==> src/rtl/arith_pkg.sv <==
// Shared arithmetic definitions: FSM state encoding and default operand width.
package arith_pkg;

  localparam int ADDER_WIDTH_DEF = 8;

  typedef enum logic [1:0] {
    IDLE  = 2'd0,
    SHIFT = 2'd1,
    DONE  = 2'd2
  } adder_state_t;

endpackage

==> src/rtl/full_adder_d.sv <==
// One-bit full-adder slice built from two half adders and an OR gate.
module full_adder_d (
  input  logic a_i,
  input  logic b_i,
  input  logic c_i,
  output logic s_o,
  output logic co_o
);

  logic p;
  logic g;
  logic t;

  half_adder_d u_ha0 (
    .a_i (a_i),
    .b_i (b_i),
    .s_o (p),
    .c_o (g)
  );

  half_adder_d u_ha1 (
    .a_i (p),
    .b_i (c_i),
    .s_o (s_o),
    .c_o (t)
  );

  // Carry out is generate OR (propagate AND carry-in)
  always_comb begin
    co_o = g | t;
  end

endmodule

==> src/rtl/half_adder_d.sv <==
// One-bit half adder: sum is the XOR, carry is the AND of the two inputs.
module half_adder_d (
  input  logic a_i,
  input  logic b_i,
  output logic s_o,
  output logic c_o
);

  // Purely combinational half-adder cell
  always_comb begin
    s_o = a_i ^ b_i;
    c_o = a_i & b_i;
  end

endmodule

==> src/rtl/serial_adder_fsm.sv <==
// Bit-serial adder: operands captured on start, summed LSB-first through a
// single full-adder slice with a registered carry, one bit per clock.
//
// Handshake: start is a request sampled only while the FSM is IDLE; requests
// arriving during SHIFT or DONE are dropped without queuing. done is a
// one-cycle pulse marking sum/cout valid; they hold until the next accepted
// start. busy and done are registered copies of the state, so they trail the
// internal state by one clock.
module serial_adder_fsm
  import arith_pkg::*;
#(
  parameter int WIDTH = ADDER_WIDTH_DEF
) (
  input  logic             clk,
  input  logic             rst_n,
  input  logic             start,
  input  logic [WIDTH-1:0] a,
  input  logic [WIDTH-1:0] b,
  input  logic             cin,
  output logic             busy,
  output logic             done,
  output logic [WIDTH-1:0] sum,
  output logic             cout,
  output adder_state_t     dbg_state
);

  localparam int CNT_W = $clog2(WIDTH);
  localparam logic [CNT_W-1:0] LAST_BIT = CNT_W'(WIDTH - 1);

  adder_state_t     state_q, state_d;
  logic [WIDTH-1:0] sa_q, sa_d;
  logic [WIDTH-1:0] sb_q, sb_d;
  logic [WIDTH-1:0] res_q, res_d;
  logic [WIDTH-1:0] sum_q, sum_d;
  logic [CNT_W-1:0] cnt_q, cnt_d;
  logic             c_q, c_d;
  logic             cout_q, cout_d;
  logic             busy_q;
  logic             done_q;

  logic fa_s;
  logic fa_co;

  full_adder_d u_fa (
    .a_i  (sa_q[0]),
    .b_i  (sb_q[0]),
    .c_i  (c_q),
    .s_o  (fa_s),
    .co_o (fa_co)
  );

  // Next-state and datapath control
  always_comb begin
    state_d = state_q;
    sa_d    = sa_q;
    sb_d    = sb_q;
    res_d   = res_q;
    sum_d   = sum_q;
    cnt_d   = cnt_q;
    c_d     = c_q;
    cout_d  = cout_q;
    case (state_q)
      IDLE: begin
        if (start) begin
          state_d = SHIFT;
          sa_d    = a;
          sb_d    = b;
          c_d     = cin;
          cnt_d   = '0;
          res_d   = '0;
        end
      end
      SHIFT: begin
        res_d = {fa_s, res_q[WIDTH-1:1]};
        sa_d  = sa_q >> 1;
        sb_d  = sb_q >> 1;
        c_d   = fa_co;
        if (cnt_q == LAST_BIT) begin
          // Final bit: publish the result; counter stays put so it never wraps
          state_d = DONE;
          sum_d   = {fa_s, res_q[WIDTH-1:1]};
          cout_d  = fa_co;
        end else begin
          cnt_d = cnt_q + 1'b1;
        end
      end
      DONE: begin
        state_d = IDLE;
      end
      default: begin
        state_d = IDLE;
      end
    endcase
  end

  // State, datapath and registered status outputs; reset wins over everything
  always_ff @(posedge clk) begin
    if (!rst_n) begin
      state_q <= IDLE;
      sa_q    <= '0;
      sb_q    <= '0;
      res_q   <= '0;
      sum_q   <= '0;
      cnt_q   <= '0;
      c_q     <= 1'b0;
      cout_q  <= 1'b0;
      busy_q  <= 1'b0;
      done_q  <= 1'b0;
    end else begin
      state_q <= state_d;
      sa_q    <= sa_d;
      sb_q    <= sb_d;
      res_q   <= res_d;
      sum_q   <= sum_d;
      cnt_q   <= cnt_d;
      c_q     <= c_d;
      cout_q  <= cout_d;
      busy_q  <= (state_q == SHIFT);
      done_q  <= (state_q == DONE);
    end
  end

  assign busy      = busy_q;
  assign done      = done_q;
  assign sum       = sum_q;
  assign cout      = cout_q;
  assign dbg_state = state_q;

endmodule

==> config.mk <==
export PLATFORM = sky130hd
export DESIGN_NAME = serial_adder_fsm
export DESIGN_NICKNAME = d
export VERILOG_FILES = /design/src/rtl/arith_pkg.sv /design/src/rtl/full_adder_d.sv /design/src/rtl/half_adder_d.sv /design/src/rtl/serial_adder_fsm.sv
export SDC_FILE = /design/constraint.sdc
export NUM_CORES = 1
export LEC_CHECK = 0
export BUFFER_PORTS_ARGS = -buffer_cell sky130_fd_sc_hd__buf_2
export CORE_ASPECT_RATIO = 1.4
export CORE_MARGIN = 10
export CORE_UTILIZATION = 53
export DETAILED_ROUTE_END_ITERATION = 16
export GPL_TIMING_DRIVEN = 0
export PLACE_DENSITY = 0.75
export SYNTH_ARGS = -nofsm -noshare
export SYNTH_HDL_FRONTEND = slang
export SYNTH_SLANG_ARGS = --single-unit
==> constraint.sdc <==
create_clock -name clk -period 1.64 [get_ports clk]
set_input_delay 0.164 -clock clk [delete_from_list [all_inputs] [get_ports clk]]
set_output_delay 0.164 -clock clk [all_outputs]
set_load 0.01 [all_outputs]
## Word level (Yosys, flattened, before mapping)

Cells that the tools add are included.

- Register bits: 41
- Input port bits: 20
- Output and inout bits: 13
- Logic and storage cells: 42

- Add/subtract/negate cells: 1
- Eq/ne operators: 6
- Mux-type cells: 14
- Bitwise gates (word level): 5
- Reduce and logical (&&, ||, !) cells: 6

Operators by type and width:

| operator | number |
|---|---|
| $pmux 8 s2 | 3 |
| $mux 8 | 3 |
| $mux 3 | 2 |
| $ne 2x2->1 const B | 3 |
| $pmux 3 s2 | 1 |
| $reduce_and 2->1 | 3 |
| $mux 2 | 2 |
| $pmux 2 s2 | 1 |
| $add 3x1->3 const B | 1 |
| $eq 3x3->1 const B | 1 |
| $reduce_and 3->1 | 1 |
| $and 1x1->1 | 2 |
| $eq 2x1->1 const B | 1 |
| $eq 2x2->1 const B | 1 |
| $logic_not 2->1 | 1 |
| $pmux 1 s2 | 1 |
| $reduce_bool 2->1 | 1 |
| $xor 1x1->1 | 2 |
| $mux 1 | 1 |
| $or 1x1->1 | 1 |

## Logic depth before layout (Yosys ltp)

Gate-level depths: netlist of run 1.

- Depth in word-level cells: 4
- Gate-level depth with buffers: 6
- Depth with buffers taken out: 5

## Hierarchy

From an unflattened synthesis of run 1, not the netlist that was laid out.

- Cells, all modules: 174
- Area, all modules: 1821.7 µm²

By module, submodules not included:

| module | times used | cells an instance | area each (µm²) | sequential area each (µm²) |
|---|---|---|---|---|
| serial_adder_fsm | 1 | 171 | 1790.5 | 800.8 |
| half_adder_d | 2 | 1 | 12.5 | 0.0 |
| full_adder_d | 1 | 1 | 6.3 | 0.0 |

## Worst setup path after synthesis of run 1

No wires, ideal clock.

- Path type: register to register
- Start: register cnt_q[0]
- End: register cnt_q[0]
- Setup time: 135 ps
- Arrival time: 1215 ps
- Required time: 1505 ps
- Setup slack: 290 ps
- Cell stages (with the launch flop): 6
- Path buffers: 0
- Period minus slack after synthesis: 1350 ps
- Cell sequence: dfxtp_1 -> ha_1 -> ha_1 -> nand2b_1 -> a21oi_1 -> o32ai_2

- Word-level cells in the longest chain between the ends: 3
- Elaborated cells between the ends (all ways): 6
- Those cells by class: add/sub (1); eq/ne (2); mux (2); reduce/logical (1)

RTL lines:

| element | line | source |
|---|---|---|
| from (decl) | serial_adder_fsm.sv:35 | `logic [CNT_W-1:0] cnt_q, cnt_d;` |
| from (signal assigned) | serial_adder_fsm.sv:115 | `cnt_q <= cnt_d;` |
| $add 3x1->3 or $eq 3x3->1 (tied branches) | serial_adder_fsm.sv:84, serial_adder_fsm.sv:78 |  |
| $mux 3 or $ne 2x2->1 (tied branches) | -- |  |
| $pmux 3 s2 or $reduce_and 3->1 (tied branches) | -- |  |

Parallel ways exist; a longest one is shown, timed or not. The select of a mux whose other input is x is not followed.
A chain may end at the register's enable or synchronous reset.

## Worst setup path after layout of run 1

Ends and elaborated chain as after synthesis.

==> results.yml, run 1 <==
outcome:
  status: "finished clean"
worst_setup_path:
  cp-end-kind: "flop"
  crit_required_ns: 1.80
  path_max_fanout: 4
  reg2reg_depth: 5
  path_class: "flop to flop"
  timing.rr.start: "cnt_q[0]"
  startpoint_type: "flop"
  cp-startpoint: "cnt_q[0]"
  cp.arrival_ns: 1.64
synth:
  synth_seq_cells: 40
  ys_seq_area_frac: 0.4578
  synth_warnings: 0
  avgSynthCellArea_um2: 10.60
  synth_area_um2: 1749
  synth_edf_count: 0
  async_flop_share: 0
  synth.net_count: 188
  synthCells: 165
  ys.flop_type: "dfxtp_1"
  yosysUniqueCellTypes: 30
global_routing:
  grt-ovfl-total: 0
  grt_max_degree: 14
  grt_pass1_vias: 1481
  grt_util_all_layers: 0.1356
  grt_pass1_wl_um: 6361
  antenna_found_initial: 0
floorplan:
  std_cell_rows: 24
  fp.dieW_um: 68.55
  initial_utilization: 0.5548
  die_h_um: 87.98
  die_area_um2: 6031
  ioPinCount: 33
  fp.coreArea_um2: 3153
timing:
  rsz0062_at_grt: "false"
  relSlewSlack: 0.7284
  fin_worst_hold_slack_ns: 0.1431
  tightest_slew_ns: 0.4074
  fin_worst_skew_ns: 0.008786
  hold_violations: 0
  drv_slew: 0
  setup_violations: 0
  fin_crit_ns: 1.475
  fmax_ghz: 0.6782
  fin_crit_sh: 0.8991
  tns_ns: 0
clocking:
  cts_setup_buffers: 0
  cts_sinks: 40
  clk_latency_ns: 0.29
  cts_hold_buf: 0
  cts_resized: 0
  cts_made_buffers: 5
  path_clk_slew_ns: 0.08
  root_buffer: "clkbuf_8"
  htree_levels: 2
  cts.path.max_buffers: 2
  cts_tree: "yes"
layout:
  fin_cells: 244
  multiInputGateArea_um2: 828.3
  drive_above_1_share: 0.2780
  area_delta_synth_final_pct: 18.31
  fillers: 277
  antennaDiodeCount: 0
  nNetsFinal: 227
  ff_latch_area_um2: 800.8
detailed_routing:
  routed_wl_um: 3685
  vias: 1297
  wl_per_cell_um: 15.10
  drt-pass1-iter-count: 4
  drt_iter0_drc: 55
  ant_nets: 0
  vias_per_cell: 5.316
  drt_drc_violations_left: 0
hold_path:
  worstHoldStart: "b[7]"
  hold_path.class: "input port to flop"
  whs_path_depth: 3
place:
  dpl.cell_count: 236
  gp_congestion: 0.7712
  io_buffers: 32
  hpwl_um: 2816
power_and_ir_drop:
  power_mw: 2.096
  cellLeakagePower_nw: 1.021
  ir_drop_mv: 0.9396
  power.density_nw_per_um2: 1013
flow_run:
  drv_cap: 0
logic make-up (layout without fill, tap and decap cells):
kind of cell	Yosys count	after routing	share of synthesized area
AOI/OAI and AO/OA	38	38	0.1931
adders and majority gates	3	3	0.02575
buffers and inverters	14	54	0.06867
DFF	40	40	0.4578
muxes	16	16	0.09156
and+or+nand+nor	54	54	0.1631
power breakdown:
group          switching [mW]  internal [mW]  total [mW]
Combinational           0.128          0.139       0.267
Sequential             0.0292           1.02        1.05
Clock                   0.331          0.450       0.781
metrics by stage:
stage,area (um2),worst slack [ns],util
6_report,2069,0.1654,0.6563
5_1_grt,2069,0.01229,0.6563
4_1_cts,2069,0.1667,0.6563
3_5_place_dp,1958,0.1747,0.6210
3_3_place_gp,1958,0.2308,0.6210
2_1_floorplan,1749,0.2901,-
layer usage:
metal	vias up	track usage	wire length [um]
li1	658	-	-
met1	608	0.1239	1391
met2	24	0.2548	1992
met3	7	0.04092	241
met4	0	0.06789	60
met5	-	0	0
final timing paths:
check | endpoint | slack [ns]
setup / recovery | cnt_q[0] | 0.17
hold / removal | sb_q[7] | 0.14
setup reg to reg | cnt_q[0] | 0.17
hold reg to reg | sum[2] | 0.45
cells in the mapped netlist (all sizes together) (2+ instances only):
library cell / count / area, um2
nand2b: 2 / 12.51
ha: 2 / 25.02
a22oi: 9 / 67.56
o211a: 15 / 150.1
nand2: 26 / 97.59
clkbuf: 2 / 7.510
o2bb2ai: 2 / 17.52
nor2b: 11 / 71.32
dfxtp: 40 / 800.8
a21boi: 8 / 60.06
buf: 11 / 108.9
mux2i: 16 / 160.2
nand3: 8 / 40.04
nand3b: 2 / 31.28
area by class of cell:
type                       count  area share
tap                           39     0.02358
multi-input combinational    111      0.4002
inverter                       1    0.001814
buffer                        13     0.05623
clock buffer                   5     0.03325
timing repair buffer          32     0.07739
clock inverter                 3     0.02056
sequential                    40      0.3869
cells in the final DEF (no fill, tap or decap):
cell	instances
o211a_1	15
nor3b_1	1
nor2_1	1
a21boi_1	8
clkbuf_8	5
and3b_1	1
fa_1	1
o21bai_2	1
and3_1	1
a22oi_1	9
dfxtp_1	40
inv_1	1
o32ai_2	1
nand3b_4	1
nand3b_2	1
clkinvlp_4	1
ha_1	2
o21ba_2	1
clkinv_2	1
bufinv_16	1
clkbuf_1	2
nand3_1	8
nor2b_2	1
buf_4	2
nor2b_1	10
buf_2	36
buf_12	2
buf_6	3
nand2b_1	2
and2_1	1
mux2i_1	16
a21oi_1	1
nand2_1	26
o2bb2ai_1	2
state kept, by name (all words and copies together) (netlist names):
name / flops
busy: 1
cnt_q: 3
sa_q: 8
sb_q: 8
sum: 8
done: 1
dbg_state: 2
cout: 1
res_q: 7
c_q: 1
worst max-delay path, cell delays in order, from the launching register on:
cell and delay, ns:
dfxtp_1 0.35, ha_1 0.21, ha_1 0.22, nand2b_1 0.16, a21oi_1 0.29, o32ai_2 0.13
(Power assumes the default switching activity.)
==> inputs of run 2 (changes only) <==
--- a/config.mk
+++ b/config.mk
@@ -9,9 +9,10 @@
 export CORE_ASPECT_RATIO = 1.4
 export CORE_MARGIN = 10
 export CORE_UTILIZATION = 53
+export CTS_CLUSTER_DIAMETER = 30
 export DETAILED_ROUTE_END_ITERATION = 16
 export GPL_TIMING_DRIVEN = 0
-export PLACE_DENSITY = 0.75
+export PLACE_DENSITY = 0.86
 export SYNTH_ARGS = -nofsm -noshare
 export SYNTH_HDL_FRONTEND = slang
 export SYNTH_SLANG_ARGS = --single-unit
==> results.yml, run 2 (synthesized netlist as in run 1, its figures left out) <==
hold_path:
  hold_path.class: "input port to flop"
clocking:
  cts_made_buffers: 5
  cts_sinks: 40
  path_clk_slew_ns: 0.08
  cts.path.max_buffers: 2
  clk_latency_ns: 0.30
  cts_tree: "yes"
  cts_setup_buffers: 0
  htree_levels: 2
  cts_hold_buf: 0
  root_buffer: "clkbuf_8"
  cts_resized: 0
timing:
  fin_crit_ns: 1.461
  fin_crit_sh: 0.8908
  hold_violations: 0
  tns_ns: 0
  fmax_ghz: 0.6845
  fin_worst_skew_ns: 0.005644
  drv_slew: 0
  setup_violations: 0
  rsz0062_at_grt: "false"
  relSlewSlack: 0.7455
  tightest_slew_ns: 0.3817
power_and_ir_drop:
  seqPwrFrac: 0.477
  swShare: 0.2279
  cellLeakagePower_nw: 1.031
  internal_power_mw: 1.694
  ir_drop_mv: 0.9097
  power_switching_mw: 0.5000
  comb_power_share: 0.123
  power.density_nw_per_um2: 1053
  clkPwrFrac: 0.400
global_routing:
  grt-ovfl-total: 0
  grt_pass1_vias: 1377
  grt_util_all_layers: 0.1253
  grt_max_degree: 13
  antenna_found_initial: 0
  grt_pass1_wl_um: 5816
detailed_routing:
  drt_iter0_drc: 36
  routed_wl_um: 3572
  drt-pass1-iter-count: 4
  vias: 1311
  drt_drc_violations_left: 0
  vias_per_cell: 5.373
  wl_per_cell_um: 14.64
  ant_nets: 0
worst_setup_path:
  startpoint_type: "flop"
  cp.arrival_ns: 1.63
  path_class: "flop to flop"
  cp-end-kind: "flop"
  path_max_fanout: 4
  crit_required_ns: 1.81
flow_run:
  drv_cap: 0
layout:
  area_delta_synth_final_pct: 19.17
  fin_util: 0.6611
  drive_above_1_share: 0.2780
  antennaDiodeCount: 0
  nNetsFinal: 227
  final_common_cell: "dfxtp_1"
  layout_common_cells: "40 x dfxtp_1, 36 x buf_2, 26 x nand2_1"
floorplan:
  die_h_um: 87.98
  std_cell_rows: 24
  ioPinCount: 33
  fp.coreArea_um2: 3153
  initial_utilization: 0.5548
  fp.dieW_um: 68.55
  die_area_um2: 6031
place:
  io_buffers: 32
  hpwl_um: 2793
  gp_congestion: 0.7595
outcome:
  status: "finished clean"
==> run 2: changes by cell type in the layout (fill, tap and decap cells not counted) <==
| cell | before | now |
|---|---|---|
| clkbuf_8 | 5 | 7 |
| clkinv_2 | 1 | 0 |
| clkinvlp_4 | 1 | 0 |
==> run 2: layout make-up <==
type	instances	area, um2
plain buffers	13	116.4
clock buffers	7	96.34
clock inverters	1	30.03
fillers	273	1069
inverters	1	3.754
multi-input cells	111	828.3
flip-flops and latches	40	800.8
well taps	39	48.80
repair buffers	32	160.2
==> run 2: final timing paths <==
kind / to / cells past startpoint / from / slack [ns]
setup / recovery: cnt_q[0] / 5 / cnt_q[0] / 0.18
hold / removal: sb_q[7] / 3 / b[7] / 0.14
setup reg to reg: cnt_q[0] / 5 / cnt_q[0] / 0.18
hold reg to reg: sum[3] / 2 / sum[3] / 0.45
==> run 2: metal layers <==
metal,up-vias,share of wire,wire length (um),GRT usage
met4,0,0.028,99,0.07890
li1,659,-,-,-
met1,602,0.42,1489,0.1255
met3,12,0.060,215,0.03964
met5,-,0,0,0
met2,38,0.50,1769,0.2145
==> run 2: power by group through the flow <==
stage          logic, mW  clock network (mW)  registers (mW)
4_1_cts            0.272               0.890            1.05
3_3_place_gp       0.257                   0            1.06
2_1_floorplan      0.201                   0            1.06
6_report           0.270               0.879            1.05
5_1_grt            0.296               0.927            1.05
3_5_place_dp       0.270                   0            1.07
==> run 2: critical path: stages, from the launching register on <==
cell      delay [ns]
dfxtp_1         0.34
ha_1            0.21
ha_1            0.22
nand2b_1        0.15
a21oi_1         0.29
o32ai_2         0.13
==> run 2: stage by stage <==
| stage | cells | setup slack, ns | hold WS [ns] | power (mW) | area [um2] |
|---|---|---|---|---|---|
| after floorplan | 165 | 0.2901 | 0.3097 | 1.264 | 1749 |
| final | 244 | 0.1791 | 0.1408 | 2.194 | 2085 |
| after detailed placement | 236 | 0.1803 | 0.4387 | 1.339 | 1958 |
| after global routing | 244 | 0.09293 | 0.1574 | 2.274 | 2085 |
| after CTS | 244 | 0.1787 | 0.1345 | 2.208 | 2085 |
| after global placement | 236 | 0.2380 | 0.4348 | 1.321 | 1958 |
